**src/rtl/cpu_pkg.sv**
```systemverilog
// Shared types and instruction field positions for the 8-bit CPU sequencer.
package cpu_pkg;

  typedef enum logic [2:0] {
    OP_NOP  = 3'd0,
    OP_ADD  = 3'd1,
    OP_SUB  = 3'd2,
    OP_LDI  = 3'd3,
    OP_IN   = 3'd4,
    OP_OUT  = 3'd5,
    OP_JZ   = 3'd6,
    OP_HALT = 3'd7
  } opcode_e;

  typedef enum logic [1:0] {
    S_FETCH   = 2'd0,
    S_EXEC    = 2'd1,
    S_WAIT_IN = 2'd2,
    S_HALT    = 2'd3
  } state_e;

  typedef enum logic [1:0] {
    WR_ALU = 2'd0,
    WR_IMM = 2'd1,
    WR_SW  = 2'd2
  } wr_sel_e;

  localparam int unsigned OPC_MSB = 11;
  localparam int unsigned OPC_LSB = 9;
  localparam int unsigned RD_MSB  = 8;
  localparam int unsigned RD_LSB  = 6;
  localparam int unsigned RA_MSB  = 5;
  localparam int unsigned RA_LSB  = 3;
  localparam int unsigned RB_MSB  = 2;
  localparam int unsigned RB_LSB  = 0;

  typedef struct packed {
    logic    rf_we;
    wr_sel_e wr_sel;
    logic    alu_op;
    logic    out_we;
    logic    is_in;
    logic    is_jz;
    logic    is_halt;
  } ctrl_t;

endpackage

```
**src/rtl/cpu_sequencer_if.sv**
```systemverilog
// Sequencer <-> datapath signal bundle; master is the sequencer, slave the datapath.
interface cpu_sequencer_if #(
  parameter int unsigned INSTR_WIDTH      = 12,
  parameter int unsigned INSTR_ADDR_WIDTH = 4,
  parameter int unsigned REG_ADDR_WIDTH   = 3,
  parameter int unsigned BUS_WIDTH        = 8
);
  logic [INSTR_WIDTH-1:0]      instr;
  logic [BUS_WIDTH-1:0]        alu_result;
  logic                        ready_in;
  logic                        in_ack;
  logic                        pc_en;
  logic                        pc_load;
  logic [INSTR_ADDR_WIDTH-1:0] pc_target;
  logic                        rf_we;
  logic [REG_ADDR_WIDTH-1:0]   rf_wr_addr;
  logic [REG_ADDR_WIDTH-1:0]   rf_rd_addr_a;
  logic [REG_ADDR_WIDTH-1:0]   rf_rd_addr_b;
  logic                        alu_op;
  logic [1:0]                  wr_sel;
  logic [BUS_WIDTH-1:0]        wr_imm;
  logic                        out_we;
  logic                        zero;
  logic                        halted;

  modport master (
    input  instr, alu_result, ready_in,
    output in_ack, pc_en, pc_load, pc_target, rf_we, rf_wr_addr, rf_rd_addr_a,
           rf_rd_addr_b, alu_op, wr_sel, wr_imm, out_we, zero, halted
  );

  modport slave (
    output instr, alu_result, ready_in,
    input  in_ack, pc_en, pc_load, pc_target, rf_we, rf_wr_addr, rf_rd_addr_a,
           rf_rd_addr_b, alu_op, wr_sel, wr_imm, out_we, zero, halted
  );
endinterface

```
**src/rtl/instr_decoder.sv**
```systemverilog
// Combinational opcode -> control bundle for the EXEC cycle.
module instr_decoder
  import cpu_pkg::*;
(
  input  opcode_e opcode_i,
  output ctrl_t   ctrl_o
);
  always_comb begin
    ctrl_o.rf_we   = 1'b0;
    ctrl_o.wr_sel  = WR_ALU;
    ctrl_o.alu_op  = 1'b0;
    ctrl_o.out_we  = 1'b0;
    ctrl_o.is_in   = 1'b0;
    ctrl_o.is_jz   = 1'b0;
    ctrl_o.is_halt = 1'b0;
    unique case (opcode_i)
      OP_NOP:  ;
      OP_ADD:  ctrl_o.rf_we = 1'b1;
      OP_SUB: begin
        ctrl_o.rf_we  = 1'b1;
        ctrl_o.alu_op = 1'b1;
      end
      OP_LDI: begin
        ctrl_o.rf_we  = 1'b1;
        ctrl_o.wr_sel = WR_IMM;
      end
      // IN's write depends on ready_in, so the FSM issues it, not the decoder
      OP_IN: begin
        ctrl_o.is_in  = 1'b1;
        ctrl_o.wr_sel = WR_SW;
      end
      OP_OUT:  ctrl_o.out_we  = 1'b1;
      OP_JZ:   ctrl_o.is_jz   = 1'b1;
      OP_HALT: ctrl_o.is_halt = 1'b1;
      default: ;
    endcase
  end
endmodule

```
**src/rtl/cpu_sequencer.sv**
```systemverilog
// Multi-cycle control FSM: latches the instruction, decodes it, drives PC/RF/ALU controls.
module cpu_sequencer
  import cpu_pkg::*;
#(
  parameter int unsigned INSTR_WIDTH      = 12,
  parameter int unsigned OPCODE_WIDTH     = 3,
  parameter int unsigned INSTR_ADDR_WIDTH = 4,
  parameter int unsigned REG_ADDR_WIDTH   = 3,
  parameter int unsigned BUS_WIDTH        = 8
) (
  input logic             clk,
  input logic             n_reset,
  cpu_sequencer_if.master bus
);
  state_e                      state_q, state_d;
  logic [INSTR_WIDTH-1:0]      ir_q;
  logic                        zero_q, zero_d;
  logic [OPCODE_WIDTH-1:0]     opc_bits;
  ctrl_t                       ctrl;

  logic                        in_ack, pc_en, pc_load, rf_we, alu_op, out_we, halted;
  logic [INSTR_ADDR_WIDTH-1:0] pc_tgt;
  wr_sel_e                     wr_sel;

  assign opc_bits = ir_q[OPC_MSB:OPC_LSB];

  instr_decoder u_dec (
    .opcode_i (opcode_e'(opc_bits)),
    .ctrl_o   (ctrl)
  );

  always_ff @(posedge clk) begin
    if (!n_reset) begin
      state_q <= S_FETCH;
      ir_q    <= '0;
      zero_q  <= 1'b0;
    end else begin
      state_q <= state_d;
      zero_q  <= zero_d;
      if (state_q == S_FETCH) ir_q <= bus.instr;
    end
  end

  // Outputs are gated by n_reset so a reset landing mid-EXEC issues no write
  always_comb begin
    state_d = state_q;
    zero_d  = zero_q;
    in_ack  = 1'b0;
    pc_en   = 1'b0;
    pc_load = 1'b0;
    pc_tgt  = '0;
    rf_we   = 1'b0;
    alu_op  = 1'b0;
    wr_sel  = WR_ALU;
    out_we  = 1'b0;
    halted  = 1'b0;
    if (n_reset) begin
      unique case (state_q)
        S_FETCH: state_d = S_EXEC;
        S_EXEC: begin
          state_d = S_FETCH;
          if (ctrl.is_halt) begin
            state_d = S_HALT;
          end else if (ctrl.is_in) begin
            if (bus.ready_in) begin
              rf_we  = 1'b1;
              wr_sel = WR_SW;
              in_ack = 1'b1;
              pc_en  = 1'b1;
            end else begin
              state_d = S_WAIT_IN;
            end
          end else if (ctrl.is_jz) begin
            if (zero_q) begin
              pc_load = 1'b1;
              pc_tgt  = ir_q[INSTR_ADDR_WIDTH-1:0];
            end else begin
              pc_en = 1'b1;
            end
          end else begin
            rf_we  = ctrl.rf_we;
            wr_sel = ctrl.wr_sel;
            alu_op = ctrl.alu_op;
            out_we = ctrl.out_we;
            pc_en  = 1'b1;
            if (ctrl.rf_we && ctrl.wr_sel == WR_ALU) zero_d = (bus.alu_result == '0);
          end
        end
        S_WAIT_IN: begin
          if (bus.ready_in) begin
            rf_we   = 1'b1;
            wr_sel  = WR_SW;
            in_ack  = 1'b1;
            pc_en   = 1'b1;
            state_d = S_FETCH;
          end
        end
        S_HALT:  halted = 1'b1;
        default: state_d = S_FETCH;
      endcase
    end
  end

  assign bus.in_ack       = in_ack;
  assign bus.pc_en        = pc_en;
  assign bus.pc_load      = pc_load;
  assign bus.pc_target    = pc_tgt;
  assign bus.rf_we        = rf_we;
  assign bus.alu_op       = alu_op;
  assign bus.wr_sel       = wr_sel;
  assign bus.out_we       = out_we;
  assign bus.halted       = halted;
  assign bus.zero         = zero_q;
  assign bus.rf_wr_addr   = ir_q[RD_MSB:RD_LSB];
  assign bus.rf_rd_addr_a = ir_q[RA_MSB:RA_LSB];
  assign bus.rf_rd_addr_b = ir_q[RB_MSB:RB_LSB];
  assign bus.wr_imm       = BUS_WIDTH'(ir_q[RA_MSB:RB_LSB]);

endmodule

```
**src/flat_wrapper.sv**
```systemverilog
// flat-port wrapper written by rule: the top's interface ports become plain ports
module cpu_sequencer_flat import cpu_pkg::*;
#(
  parameter int unsigned INSTR_WIDTH      = 12,
  parameter int unsigned OPCODE_WIDTH     = 3,
  parameter int unsigned INSTR_ADDR_WIDTH = 4,
  parameter int unsigned REG_ADDR_WIDTH   = 3,
  parameter int unsigned BUS_WIDTH        = 8
)
  (clk, n_reset, bus_instr, bus_alu_result, bus_ready_in, bus_in_ack, bus_pc_en, bus_pc_load, bus_pc_target, bus_rf_we, bus_rf_wr_addr, bus_rf_rd_addr_a, bus_rf_rd_addr_b, bus_alu_op, bus_wr_sel, bus_wr_imm, bus_out_we, bus_zero, bus_halted);
  cpu_sequencer_if #(.INSTR_WIDTH(INSTR_WIDTH), .INSTR_ADDR_WIDTH(INSTR_ADDR_WIDTH), .REG_ADDR_WIDTH(REG_ADDR_WIDTH), .BUS_WIDTH(BUS_WIDTH)) bus_i ();
  input logic clk;
  input logic n_reset;
  input wire logic [$bits(bus_i.instr)-1:0] bus_instr;
  input wire logic [$bits(bus_i.alu_result)-1:0] bus_alu_result;
  input wire logic [$bits(bus_i.ready_in)-1:0] bus_ready_in;
  output wire logic [$bits(bus_i.in_ack)-1:0] bus_in_ack;
  output wire logic [$bits(bus_i.pc_en)-1:0] bus_pc_en;
  output wire logic [$bits(bus_i.pc_load)-1:0] bus_pc_load;
  output wire logic [$bits(bus_i.pc_target)-1:0] bus_pc_target;
  output wire logic [$bits(bus_i.rf_we)-1:0] bus_rf_we;
  output wire logic [$bits(bus_i.rf_wr_addr)-1:0] bus_rf_wr_addr;
  output wire logic [$bits(bus_i.rf_rd_addr_a)-1:0] bus_rf_rd_addr_a;
  output wire logic [$bits(bus_i.rf_rd_addr_b)-1:0] bus_rf_rd_addr_b;
  output wire logic [$bits(bus_i.alu_op)-1:0] bus_alu_op;
  output wire logic [$bits(bus_i.wr_sel)-1:0] bus_wr_sel;
  output wire logic [$bits(bus_i.wr_imm)-1:0] bus_wr_imm;
  output wire logic [$bits(bus_i.out_we)-1:0] bus_out_we;
  output wire logic [$bits(bus_i.zero)-1:0] bus_zero;
  output wire logic [$bits(bus_i.halted)-1:0] bus_halted;
  assign bus_i.instr = bus_instr;
  assign bus_i.alu_result = bus_alu_result;
  assign bus_i.ready_in = bus_ready_in;
  assign bus_in_ack = bus_i.in_ack;
  assign bus_pc_en = bus_i.pc_en;
  assign bus_pc_load = bus_i.pc_load;
  assign bus_pc_target = bus_i.pc_target;
  assign bus_rf_we = bus_i.rf_we;
  assign bus_rf_wr_addr = bus_i.rf_wr_addr;
  assign bus_rf_rd_addr_a = bus_i.rf_rd_addr_a;
  assign bus_rf_rd_addr_b = bus_i.rf_rd_addr_b;
  assign bus_alu_op = bus_i.alu_op;
  assign bus_wr_sel = bus_i.wr_sel;
  assign bus_wr_imm = bus_i.wr_imm;
  assign bus_out_we = bus_i.out_we;
  assign bus_zero = bus_i.zero;
  assign bus_halted = bus_i.halted;
  cpu_sequencer #(.INSTR_WIDTH(INSTR_WIDTH), .OPCODE_WIDTH(OPCODE_WIDTH), .INSTR_ADDR_WIDTH(INSTR_ADDR_WIDTH), .REG_ADDR_WIDTH(REG_ADDR_WIDTH), .BUS_WIDTH(BUS_WIDTH)) u_core (.clk(clk), .n_reset(n_reset), .bus(bus_i));
endmodule
```
**config.mk**
```make
export PLATFORM = sky130hd
export DESIGN_NAME = cpu_sequencer_flat
export DESIGN_NICKNAME = d
export VERILOG_FILES = /design/src/rtl/cpu_pkg.sv /design/src/rtl/cpu_sequencer_if.sv /design/src/rtl/instr_decoder.sv /design/src/rtl/cpu_sequencer.sv /design/src/flat_wrapper.sv
export SDC_FILE = /design/constraint.sdc
export NUM_CORES = 1
export LEC_CHECK = 0
export BUFFER_PORTS_ARGS = -buffer_cell sky130_fd_sc_hd__buf_2
export CAP_MARGIN = 0
export CORE_MARGIN = 2
export CORE_UTILIZATION = 44
export DETAILED_ROUTE_END_ITERATION = 16
export GPL_ROUTABILITY_DRIVEN = 0
export PLACE_DENSITY_LB_ADDON = 0.1
export SLEW_MARGIN = 20
export SYNTH_ARGS = -nofsm -noshare
export SYNTH_HDL_FRONTEND = slang
export SYNTH_SLANG_ARGS = --single-unit
```
**constraint.sdc**
```tcl
create_clock -name clk -period 1.5 [get_ports clk]
set_input_delay 0.15 -clock clk [delete_from_list [all_inputs] [get_ports clk]]
set_output_delay 0.15 -clock clk [all_outputs]
set_load 0.05 [all_outputs]
```
# [After elaboration in Yosys (flattened, before gate mapping)]
# Index checks and enable logic that the tools add are counted.
[word_totals] word_cells=83 inputBits=23 ff_bits=15
[classes] n_reduce_logical=8 n_bitwise=3 eq_ne=11 muxes=58
[op_table] operator="$mux 1" count=37
[op_table] operator="$mux 4" count=6
[op_table] operator="$mux 2" count=9
[op_table] operator="$eq 3x3->1 const B" count=4
[op_table] operator="$logic_not 8->1" count=1
[op_table] operator="$pmux 2 s2" count=2
[op_table] operator="$eq 3x2->1 const B" count=2
[op_table] operator="$pmux 1 s2" count=3
[op_table] operator="$pmux 2 s3" count=1
[op_table] operator="$reduce_and 5->1" count=1
[op_table] operator="$eq 2x2->1 const B" count=2
[op_table] operator="$logic_not 2->1" count=2
[op_table] operator="$eq 3x1->1 const B" count=1
[op_table] operator="$not 1->1" count=3
[op_table] operator="$reduce_bool 3->1" count=1
[op_table] operator="$reduce_or 3->1" count=1
[op_table] operator="$eq 2x1->1 const B" count=1
[op_table] operator="$ne 2x2->1 const B" count=1
[op_table] operator="$reduce_and 2->1" count=1
[op_table] operator="$logic_and 1x1->1" count=1

# [Longest topological paths before layout]
# Gate-level depths: netlist of the first run.
[logic_depth] word_depth=8 ltp_mapped=6 mapped_depth_nobuf=5

# [Cells and area by module]
# A second synthesis of the first run with hierarchy kept.
[unflattened] hier_cells=117 hier_area_um2=1036.0
[by_module_without_submodules] mod="cpu_sequencer" seq_area_each_um2=300.3 cells_per_inst=109 area_each_um2=965.9 n_inst=1
[by_module_without_submodules] mod="instr_decoder" seq_area_each_um2=0.0 cells_per_inst=8 area_each_um2=70.1 n_inst=1

# [Least setup slack after synthesis of the first run]
# Ideal clock, no wire load.
[synth_path] kind="reg-to-output" from="register u_core.state_q[1]" to="output bus_wr_sel[1]" path_buffers=1 path_stages_with_launch=6 slack_ps=-998 t_arrival_ps=2348 cell_sequence="dfxtp_1 > inv_1 > ha_1 > nand2_1 > nor3b_1 > buf_4"
[synth_via] elab_chain_len=3
[synth_lines] element="start: declaration" line="cpu_sequencer.sv:15" text="state_e state_q, state_d;"
[synth_lines] element="start signal: assignment" line="cpu_sequencer.sv:38" text="state_q <= state_d;"
[synth_lines] element="$eq 2x2->1 or $eq 2x1->1 (tied branches)" line="cpu_sequencer.sv:58" text="unique case (state_q)"
[synth_lines] element="$pmux 2 s2 *" line="cpu_sequencer.sv:58"
[synth_lines] element="$mux 2 *" line="cpu_sequencer.sv:57" text="if (n_reset) begin"
[synth_lines] element="end: declaration" line="flat_wrapper.sv:26" text="output wire logic [$bits(bus_i.wr_sel)-1:0] bus_wr_sel;"
# Every way passes the cells marked *; elsewhere a longest branch is shown, timed or not.

# [Final worst setup path of the first run]
[layout_path] from="register u_core.state_q[0]" to="output bus_rf_we"
[layout_via] elab_chain_len=3
[layout_lines] element="$eq 2x2->1 or $eq 2x1->1 (tied branches)" line="cpu_sequencer.sv:58"
[layout_lines] element="$pmux 1 s2 *" line="cpu_sequencer.sv:58"
[layout_lines] element="$mux 1 *" line="cpu_sequencer.sv:57"
[layout_lines] element="end: declaration" line="flat_wrapper.sv:21" text="output wire logic [$bits(bus_i.rf_we)-1:0] bus_rf_we;"
# Marked as above.

==> impl_metrics.env, run 1 <==
export IMPL_drive_gt1_share_pct=66.5
export IMPL_wirelength_microns=2700
export IMPL_rsz0062_at_grt="yes"
export IMPL_synth_mux_area_share_pct=12.1
export IMPL_worstSetupPathType="register to primary output"
export IMPL_fillers=172
export IMPL_synth_edff_count=0
export IMPL_grt_pass1_vias=892
export IMPL_p_leak_nw=0.791
export IMPL_synth_cell_types=33
export IMPL_grt_use_total_pct=19.6
export IMPL_rows=17
export IMPL_violations="setup timing"
export IMPL_post_route_period_util_pct=117
export IMPL_insertion_delay_ns=0.28
export IMPL_drt_vias_per_instance=4.84
export IMPL_yosys_area_share_simple_pct=21.9
export IMPL_ctsHtreeMaxLevel=1
export IMPL_syn_inst=112
export IMPL_path_clk_slew_ns=0.09
export IMPL_cts_buffers=3
export IMPL_r2r_start="u_core.state_q[0]$_SDFFE_PN0P_"
export IMPL_vias=959
export IMPL_min_period_ns=1.76
export IMPL_synth_compound_area_share_pct=9.36
export IMPL_io_buffers=51
export IMPL_cts_tree="built"
export IMPL_slew_viol_final=0
export IMPL_hp_start="bus_instr[3]"
export IMPL_layout_commonest_cell="buf_2"
export IMPL_cts_root_buffer="clkbuf_4"
export IMPL_cts_sinks=15
export IMPL_dp_hpwl_microns=1720
export IMPL_max_freq_mhz=569
export IMPL_synthArstFlopShare_pct=0
export IMPL_area_growth_pct=67.5
export IMPL_fin_worst_skew_ns=0.00534
export IMPL_arrival_ns=1.61
export IMPL_status="complete, but fails checks"
export IMPL_grt_pass1_wl_microns=3920
export IMPL_antenna_cells=0
export IMPL_wl_per_cell_microns=13.6
export IMPL_hold_viol=0
export IMPL_dp_slack_ns=-0.0886
export IMPL_hold_class="primary input to register"
export IMPL_timing_setup_tns_ns=-2.61
export IMPL_peakVddDrop_mv=0.539
export IMPL_required_ns=1.35
export IMPL_powerDensity_nw_per_um2=680
export IMPL_grt_ovfl_total=0
export IMPL_grt_max_degree=14
export IMPL_whs_ns=0.0978
export IMPL_cp_end_kind="primary output"
export IMPL_final_antenna_net_count=0
export IMPL_clock_tree_buffer_depth=2
export IMPL_synthAdderAreaFrac_pct=5.06
export IMPL_ys_flop_type="dfxtp_1"
export IMPL_fp_dieH_microns=51.4
export IMPL_die_area_sq_um=2640
export IMPL_ys_seq_area_share_pct=30.3
export IMPL_antenna_found_initial=0
export IMPL_cp_max_fo=3
export IMPL_setup_ws_ns=-0.259
export IMPL_synth_top_family_by_area="simple AND/OR/NAND/NOR gates"
export IMPL_core_area_sq_um=2170
export IMPL_timing_critical_path_from="u_core.state_q[0]$_SDFFE_PN0P_"
export IMPL_firstDrtPassIters=4
export IMPL_ys_ff_latch=15
export IMPL_synthXorXnorAreaFrac_pct=0.885
export IMPL_die_w_microns=51.4
export IMPL_setup_viol=14
export IMPL_drv_cap=0
export IMPL_startpoint_type="register"
export IMPL_drt_iter0_drc=7
export IMPL_yosysWarnings=0
export IMPL_drc=0
export IMPL_pin_count=54
export IMPL_syn_area_per_cell_sq_um=8.84
export IMPL_synth_cell_area_sq_um=990
export IMPL_final_cell_mix="buf_2, buf_4, buf_6"
export IMPL_initial_core_util_pct=45.6
export IMPL_fin_nets=198
## state kept, by name (all words and copies together) (netlist names)
signal / flops
u_core.ir_q: 12
u_core.state_q: 2
u_core.bus.zero: 1
## cells by family after synthesis
family / after synthesis
AOI/OAI and AO/OA: 13
xor gates and xnor gates: 1
adders and majority gates: 4
buffers and inverters: 28
DFF: 15
muxes: 12
other: 1
and+or+nand+nor: 38
## cell usage after synthesis, types with 2 or more instances
cell type,number,area (sq um)
o211ai_1,2,15.0
nor2_1,13,48.8
mux2i_1,12,120
o41ai_1,2,17.5
nor3b_1,2,15.0
buf_4,19,143
nor2b_1,2,12.5
dfxtp_1,15,300
a21oi_1,2,10.0
a31oi_1,2,12.5
ha_1,4,50.1
clkbuf_8,2,27.5
and2_1,4,25.0
inv_1,5,18.8
nor4_1,3,18.8
nor3_1,2,10.0
nand2_1,5,18.8
## critical path, stage by stage (launching register included)
cell and delay [ns]:
dfxtp_4 0.37, buf_4 0.14, inv_4 0.06, buf_6 0.10, ha_4 0.15, nand2_2 0.07, o21a_1 0.14, a21oi_4 0.13
buf_6 0.17
## layout make-up
cell class	count	area (sq um)	area share, %
clock buffer	4	26.3	1.58
inverter	5	27.5	1.66
multi-input combinational	70	686	41.4
sequential	15	310	18.7
tap	28	35.0	2.11
timing repair buffer	76	573	34.6
## metal layers
metal	global-route usage [%]	share of wire [%]
met2	35.0	53
met1	23.8	41
met4	6.58	0.67
met3	2.92	5.5
met5	0	0
## timing repair
| action | in CTS | in global routing |
|---|---|---|
| resized for setup | 52 | 14 |
| setup buffers | 6 | 7 |
| endpoints found under the setup margin | 13 | 13 |
| hold buffers | 0 | 0 |
| pin swaps | 5 | 5 |
## path summary, 6_finish.rpt
check | slack, ns | endpoint | cells after the start
worst max-delay path | -0.26 | bus_rf_we | 8
worst min-delay path | 0.1 | u_core.ir_q[3]$_SDFFE_PN0N_ | 3
worst max register to register | -0.10 | u_core.state_q[0]$_SDFFE_PN0P_ | 7
worst min register to register | 0.50 | u_core.ir_q[7]$_SDFFE_PN0N_ | 2
## through the flow
stage	utilization (%)	area, sq um	power, mW	cells
after CTS	71.7	1560	1.10	192
after global routing	76.4	1660	1.18	198
after global placement	59.5	1290	0.813	182
final	76.4	1660	1.13	198
after detailed placement	59.5	1290	0.817	182
after floorplan	-	1080	0.762	113
## power breakdown
part / switching [mW] / total (mW) / internal [mW]
combinational: 0.273 / 0.445 / 0.172
clock: 0.128 / 0.231 / 0.103
sequential: 0.0260 / 0.451 / 0.425
Power figures use the tool's default switching activity.
==> run 2, diff against run 1 <==
--- a/config.mk
+++ b/config.mk
@@ -12,6 +12,7 @@
 export DETAILED_ROUTE_END_ITERATION = 16
 export GPL_ROUTABILITY_DRIVEN = 0
 export PLACE_DENSITY_LB_ADDON = 0.1
+export RECOVER_POWER = 50
 export SLEW_MARGIN = 20
 export SYNTH_ARGS = -nofsm -noshare
 export SYNTH_HDL_FRONTEND = slang
==> constraint.sdc (replaced) <==
create_clock -name clk -period 1.8 [get_ports clk]
set_input_delay 0.18 -clock clk [delete_from_list [all_inputs] [get_ports clk]]
set_output_delay 0.18 -clock clk [all_outputs]
set_load 0.05 [all_outputs]
==> run 2 against run 1 <==
The flow still finishes with violations (setup timing). Routed wire length down 21%. Highest routed layer unchanged. First-iteration DRC count up 29%. Register-to-register slack gained 0.56 ns.
==> impl_metrics.env, run 2 (synthesized netlist as in run 1, its figures left out) <==
export IMPL_status="complete, but fails checks"
export IMPL_violations="setup timing"
export IMPL_drive_gt1_share_pct=45.5
export IMPL_rsz0062_at_grt="yes"
export IMPL_max_stage_delay_ns=0.33
export IMPL_slew_viol_final=0
export IMPL_grt_max_degree=14
export IMPL_wl_per_cell_microns=11.7
export IMPL_fin_nets=182
export IMPL_p_leak_nw=0.621
export IMPL_initial_core_util_pct=45.6
export IMPL_r2r_start="u_core.state_q[1]$_SDFFE_PN0P_"
export IMPL_pin_count=54
export IMPL_max_freq_mhz=543
export IMPL_fin_worst_skew_ns=0.00176
export IMPL_cp_max_fo=5
export IMPL_r2r_end="u_core.state_q[0]$_SDFFE_PN0P_"
export IMPL_hold_viol=0
export IMPL_path_clk_slew_ns=0.10
export IMPL_fp_dieH_microns=51.4
export IMPL_setup_viol=5
export IMPL_cts_sinks=15
export IMPL_grt_pass1_wl_microns=3370
export IMPL_whs_ns=0.120
export IMPL_clock_tree_buffer_depth=2
export IMPL_die_w_microns=51.4
export IMPL_place_inst=171
export IMPL_drt_iter0_drc=9
export IMPL_dp_hpwl_microns=1550
export IMPL_antenna_cells=0
export IMPL_cts_buffers=3
export IMPL_layout_commonest_cell="buf_2"
export IMPL_core_area_sq_um=2170
export IMPL_crit_end="bus_rf_we"
export IMPL_top_register="u_core.ir_q"
export IMPL_firstDrtPassIters=4
export IMPL_worstSetupPathType="register to primary output"
export IMPL_drv_cap=0
export IMPL_io_buffers=51
export IMPL_worst_pin_slew_ns=0.602
export IMPL_peakVddDrop_mv=0.567
export IMPL_cp_end_kind="primary output"
export IMPL_area_growth_pct=34.9
export IMPL_grt_use_total_pct=16.4
export IMPL_wirelength_microns=2130
export IMPL_timing_setup_tns_ns=-0.148
export IMPL_startpoint_type="register"
export IMPL_final_cell_mix="buf_2, clkbuf_1, nor2_1"
export IMPL_arrival_ns=1.66
export IMPL_cts_tree="built"
export IMPL_slew_headroom_pct=60.0
export IMPL_final_antenna_net_count=0
export IMPL_hold_class="primary input to register"
export IMPL_largest_reg_flops=12
export IMPL_drt_vias_per_instance=4.84
export IMPL_post_route_period_util_pct=102
export IMPL_vias=881
export IMPL_powerDensity_nw_per_um2=645
export IMPL_drc=0
export IMPL_rrSetupSlack_ns=0.46
export IMPL_min_period_ns=1.84
export IMPL_cts_root_buffer="clkbuf_4"
export IMPL_insertion_delay_ns=0.29
export IMPL_rows=17
export IMPL_ctsHtreeMaxLevel=1
export IMPL_slowest_stage="dfxtp_2"
export IMPL_cp_cell_sequence="inv_2, ha_4, buf_4, nand2b_1, o21a_1, a21oi_2, buf_6"
export IMPL_power_mw=0.861
export IMPL_final_util_pct=61.5
export IMPL_setup_ws_ns=-0.0401
export IMPL_grt_ovfl_total=0
export IMPL_grt_pass1_vias=776
export IMPL_worst_r2r_path_depth=4
export IMPL_timing_critical_path_from="u_core.state_q[1]$_SDFFE_PN0P_"
export IMPL_antenna_found_initial=0
export IMPL_fin_cells=182
export IMPL_die_area_sq_um=2640
export IMPL_required_ns=1.62
==> run 2: cell types whose count changed in the layout (fill, tap and decap cells not counted), moves of 3 or more <==
| cell | change |
|---|---|
| buf_2 | -14 |
| buf_4 | -8 |
| buf_6 | -11 |
| clkbuf_1 | +15 |
| ha_1 | +3 |
==> run 2: per-layer routing <==
| layer | vias to the layer above | GRT usage [%] | share of wire [%] |
|---|---|---|---|
| li1 | 443 | - | - |
| met1 | 395 | 21.8 | 43 |
| met2 | 40 | 28.2 | 50 |
| met3 | 3 | 2.63 | 6.6 |
| met4 | 0 | 2.63 | 0.80 |
| met5 | - | 0 | 0 |
==> run 2: what timing repair did <==
item / CTS / global route
resized for setup: 21 / 13
setup buffers: 4 / 3
hold buffers: 0 / 0
pin swaps: 6 / 4
setup endpoints to repair: 9 / 9
==> run 2: power breakdown <==
| part | internal (mW) | switching (mW) | total (mW) |
|---|---|---|---|
| logic | 0.0881 | 0.188 | 0.276 |
| clock network | 0.0845 | 0.119 | 0.204 |
| registers | 0.355 | 0.0265 | 0.382 |
| total | 0.528 | 0.333 | 0.861 |
==> run 2: cell type report <==
type / instances / area, sq um
Multi-Input combinational cell: 70 / 566
Inverter: 5 / 18.8
Sequential cell: 15 / 309
Fill cell: 214 / 835
Clock inverter: 1 / 7.51
Timing Repair Buffer: 60 / 377
Clock buffer: 3 / 22.5
Tap cell: 28 / 35.0
==> run 2: how the worst min path moves through the flow <==
stage                                                end         start  cells past startpoint  slack [ns]
after floorplan           u_core.state_q[0]$_SDFFE_PN0P_       n_reset                      1        0.31
after global placement       u_core.ir_q[3]$_SDFFE_PN0N_  bus_instr[3]                      3        0.41
after detailed placement     u_core.ir_q[8]$_SDFFE_PN0N_  bus_instr[8]                      3        0.42
after CTS                    u_core.ir_q[8]$_SDFFE_PN0N_  bus_instr[8]                      3        0.12
after global routing         u_core.ir_q[5]$_SDFFE_PN0N_  bus_instr[5]                      3        0.12
final                        u_core.ir_q[8]$_SDFFE_PN0N_  bus_instr[8]                      3        0.12
==> run 2: stage by stage <==
stage / setup WS (ns) / cell area [sq um]
2_1_floorplan: -0.221 / 1060
3_3_place_gp: 0.139 / 1180
3_5_place_dp: 0.0928 / 1180
4_1_cts: -0.0362 / 1310
5_1_grt: -0.138 / 1340
6_report: -0.0401 / 1340
==> run 2: critical path: cells and delay by family, from the launching register on <==
| kind | cells | cell delay [ns] |
|---|---|---|
| compound gates | 2 | 0.40 |
| flops | 1 | 0.33 |
| buf+inv | 3 | 0.34 |
| simple gates | 1 | 0.14 |
| fa+ha+maj | 1 | 0.16 |
==> run 3, diff against run 2 <==
--- a/config.mk
+++ b/config.mk
@@ -11,6 +11,7 @@
 export CORE_UTILIZATION = 44
 export DETAILED_ROUTE_END_ITERATION = 16
 export GPL_ROUTABILITY_DRIVEN = 0
+export GPL_TIMING_DRIVEN = 0
 export PLACE_DENSITY_LB_ADDON = 0.1
 export RECOVER_POWER = 50
 export SLEW_MARGIN = 20
==> run 3 against run 2 <==
The flow still finishes with violations (setup timing). Non-clock buffer count increased by 19. Fmax increased by 1.5%. First-iteration DRC count decreased by 44%. Utilization increased by 6.0 points. Sequential power decreased by 2%. Global-route usage increased by 1.2 points. Routed wire length increased by 3.7%. Hold slack improved by 0.0075 ns. Register-to-register slack got worse by 0.07 ns. Clock-buffer cell count unchanged. Largest cell class unchanged. Largest power group unchanged. Highest routed layer unchanged.
==> impl_metrics.env, run 3 (synthesized netlist as in run 1, its figures left out) <==
export IMPL_drt_vias_per_instance=4.75
export IMPL_startpoint_type="register"
export IMPL_initial_core_util_pct=45.6
export IMPL_required_ns=1.62
export IMPL_antenna_cells=0
export IMPL_worst_r2r_path_depth=5
export IMPL_slew_headroom_pct=59.6
export IMPL_timing_critical_path_from="u_core.state_q[0]$_SDFFE_PN0P_"
export IMPL_drt_iter0_drc=5
export IMPL_worst_pin_slew_ns=0.609
export IMPL_grt_use_total_pct=17.6
export IMPL_max_freq_mhz=552
export IMPL_violations="setup timing"
export IMPL_peakVddDrop_mv=0.613
export IMPL_min_period_ns=1.81
export IMPL_p_comb_share_pct=36.6
export IMPL_design_area_sq_um=1470
export IMPL_hold_viol=0
export IMPL_whs_ns=0.128
export IMPL_io_buffers=51
export IMPL_r2r_end="u_core.ir_q[6]$_SDFFE_PN0N_"
export IMPL_fin_cells=201
export IMPL_post_route_period_util_pct=101
export IMPL_rrSetupSlack_ns=0.39
export IMPL_grt_max_degree=11
export IMPL_place_inst=192
export IMPL_vias=954
export IMPL_insertion_delay_ns=0.28
export IMPL_fp_dieH_microns=51.4
export IMPL_layout_commonest_cell="buf_2"
export IMPL_fin_worst_skew_ns=0.00255
export IMPL_setup_ws_ns=-0.0126
export IMPL_pin_count=54
export IMPL_wirelength_microns=2210
export IMPL_rows=17
export IMPL_fin_nets=201
export IMPL_cp_end_kind="primary output"
export IMPL_netSwitchingFraction_pct=36.5
export IMPL_clock_tree_buffer_depth=2
export IMPL_power_switching_mw=0.321
export IMPL_drc=0
export IMPL_status="complete, but fails checks"
export IMPL_hold_class="primary input to register"
export IMPL_setup_viol=1
export IMPL_antenna_found_initial=0
export IMPL_path_clk_slew_ns=0.08
export IMPL_powerDensity_nw_per_um2=600
export IMPL_clkPwrFrac_pct=21.0
export IMPL_drive_gt1_share_pct=50.9
export IMPL_dp_hpwl_microns=1630
export IMPL_grt_ovfl_total=0
export IMPL_drv_cap=0
export IMPL_p_leak_nw=0.715
export IMPL_cts_buffers=3
export IMPL_top_register="u_core.ir_q"
export IMPL_area_growth_pct=48.0
export IMPL_placed_area_sq_um=1350
export IMPL_slew_viol_final=0
export IMPL_die_area_sq_um=2640
export IMPL_ctsHtreeMaxLevel=1
export IMPL_seqPwrFrac_pct=42.4
export IMPL_wl_per_cell_microns=11.0
export IMPL_p_int_mw=0.559
export IMPL_arrival_ns=1.63
export IMPL_grt_pass1_wl_microns=3530
export IMPL_cts_root_buffer="clkbuf_4"
export IMPL_crit_end="bus_wr_sel[1]"
export IMPL_cts_tree="built"
export IMPL_largest_reg_flops=12
export IMPL_cp_max_fo=4
export IMPL_worstSetupPathType="register to primary output"
export IMPL_holdBufCountCts=0
export IMPL_rsz0062_at_grt="yes"
export IMPL_grt_pass1_vias=859
export IMPL_firstDrtPassIters=3
export IMPL_cts_sinks=15
export IMPL_core_area_sq_um=2170
export IMPL_r2r_start="u_core.state_q[0]$_SDFFE_PN0P_"
export IMPL_final_antenna_net_count=0
export IMPL_die_w_microns=51.4
export IMPL_final_cell_mix="buf_2, buf_4, clkbuf_1"
export IMPL_hold_depth=3
[run 3: cell types whose count changed in the layout (fill, tap and decap cells not counted), moves of 2 or more]
cell and delta:
buf_2 +4, clkbuf_8 +2, buf_4 +15, dfxtp_1 +3, buf_6 -2, dfxtp_2 -3, nor3b_2 +2
[run 3: worst min-delay path by stage]
| stage | from | to | slack (ns) |
|---|---|---|---|
| finish | bus_instr[8] | u_core.ir_q[8]$_SDFFE_PN0N_ | 0.13 |
| global route | bus_instr[11] | u_core.ir_q[11]$_SDFFE_PN0N_ | 0.13 |
| CTS | bus_instr[8] | u_core.ir_q[8]$_SDFFE_PN0N_ | 0.13 |
| detailed placement | bus_instr[6] | u_core.ir_q[6]$_SDFFE_PN0N_ | 0.42 |
| global placement | bus_instr[11] | u_core.ir_q[11]$_SDFFE_PN0N_ | 0.41 |
| floorplan | n_reset | u_core.state_q[0]$_SDFFE_PN0P_ | 0.31 |
[run 3: metal layers]
metal  vias to the layer above  share of wire [%]  GRT usage (%)
met2                        34                 49           31.2
met3                         5                7.2           5.85
met5                         -                  0              0
li1                        485                  -              -
met4                         0               0.77           3.95
met1                       430                 43           20.4
[run 3: repair_timing]
action / CTS / global route
gates resized for setup: 14 / 12
cloned: 0 / 0
pin swaps: 3 / 2
endpoints found under the setup margin: 8 / 11
setup buffers: 6 / 0
[run 3: critical path: stages, from the launching register on]
cell     delay [ns]
dfxtp_4        0.37
inv_1          0.07
ha_1           0.29
nand2_2        0.09
nor3b_2        0.25
buf_4          0.15
buf_8          0.13
[run 3: metrics by stage]
stage / setup slack [ns] / total power [mW] / utilization [%] / setup TNS, ns
after floorplan: -0.221 / 0.629 / - / -1.10
after global routing: -0.109 / 0.931 / 67.5 / -0.641
after global placement: 0.0283 / 0.692 / 62.1 / 0
after detailed placement: -0.0152 / 0.698 / 62.1 / -0.0356
after CTS: 0.000419 / 0.892 / 66.9 / 0
final: -0.0126 / 0.880 / 67.5 / -0.0126
[run 3: power groups by stage]
| stage | sequential, mW | combinational [mW] | clock (mW) |
|---|---|---|---|
| final | 0.373 | 0.322 | 0.185 |
| after global routing | 0.377 | 0.344 | 0.210 |
| after CTS | 0.373 | 0.326 | 0.192 |
| after detailed placement | 0.381 | 0.317 | 0 |
| after global placement | 0.380 | 0.312 | 0 |
| after floorplan | 0.377 | 0.251 | 0 |
[run 3: cell type report]
class,count,area (sq um)
flip-flops and latches,15,305
multi-input cells,70,562
well taps,28,35.0
clock buffers,3,22.5
plain buffers,22,171
repair buffers,57,345
fillers,208,704
inverters,5,18.8
clock inverters,1,5.00
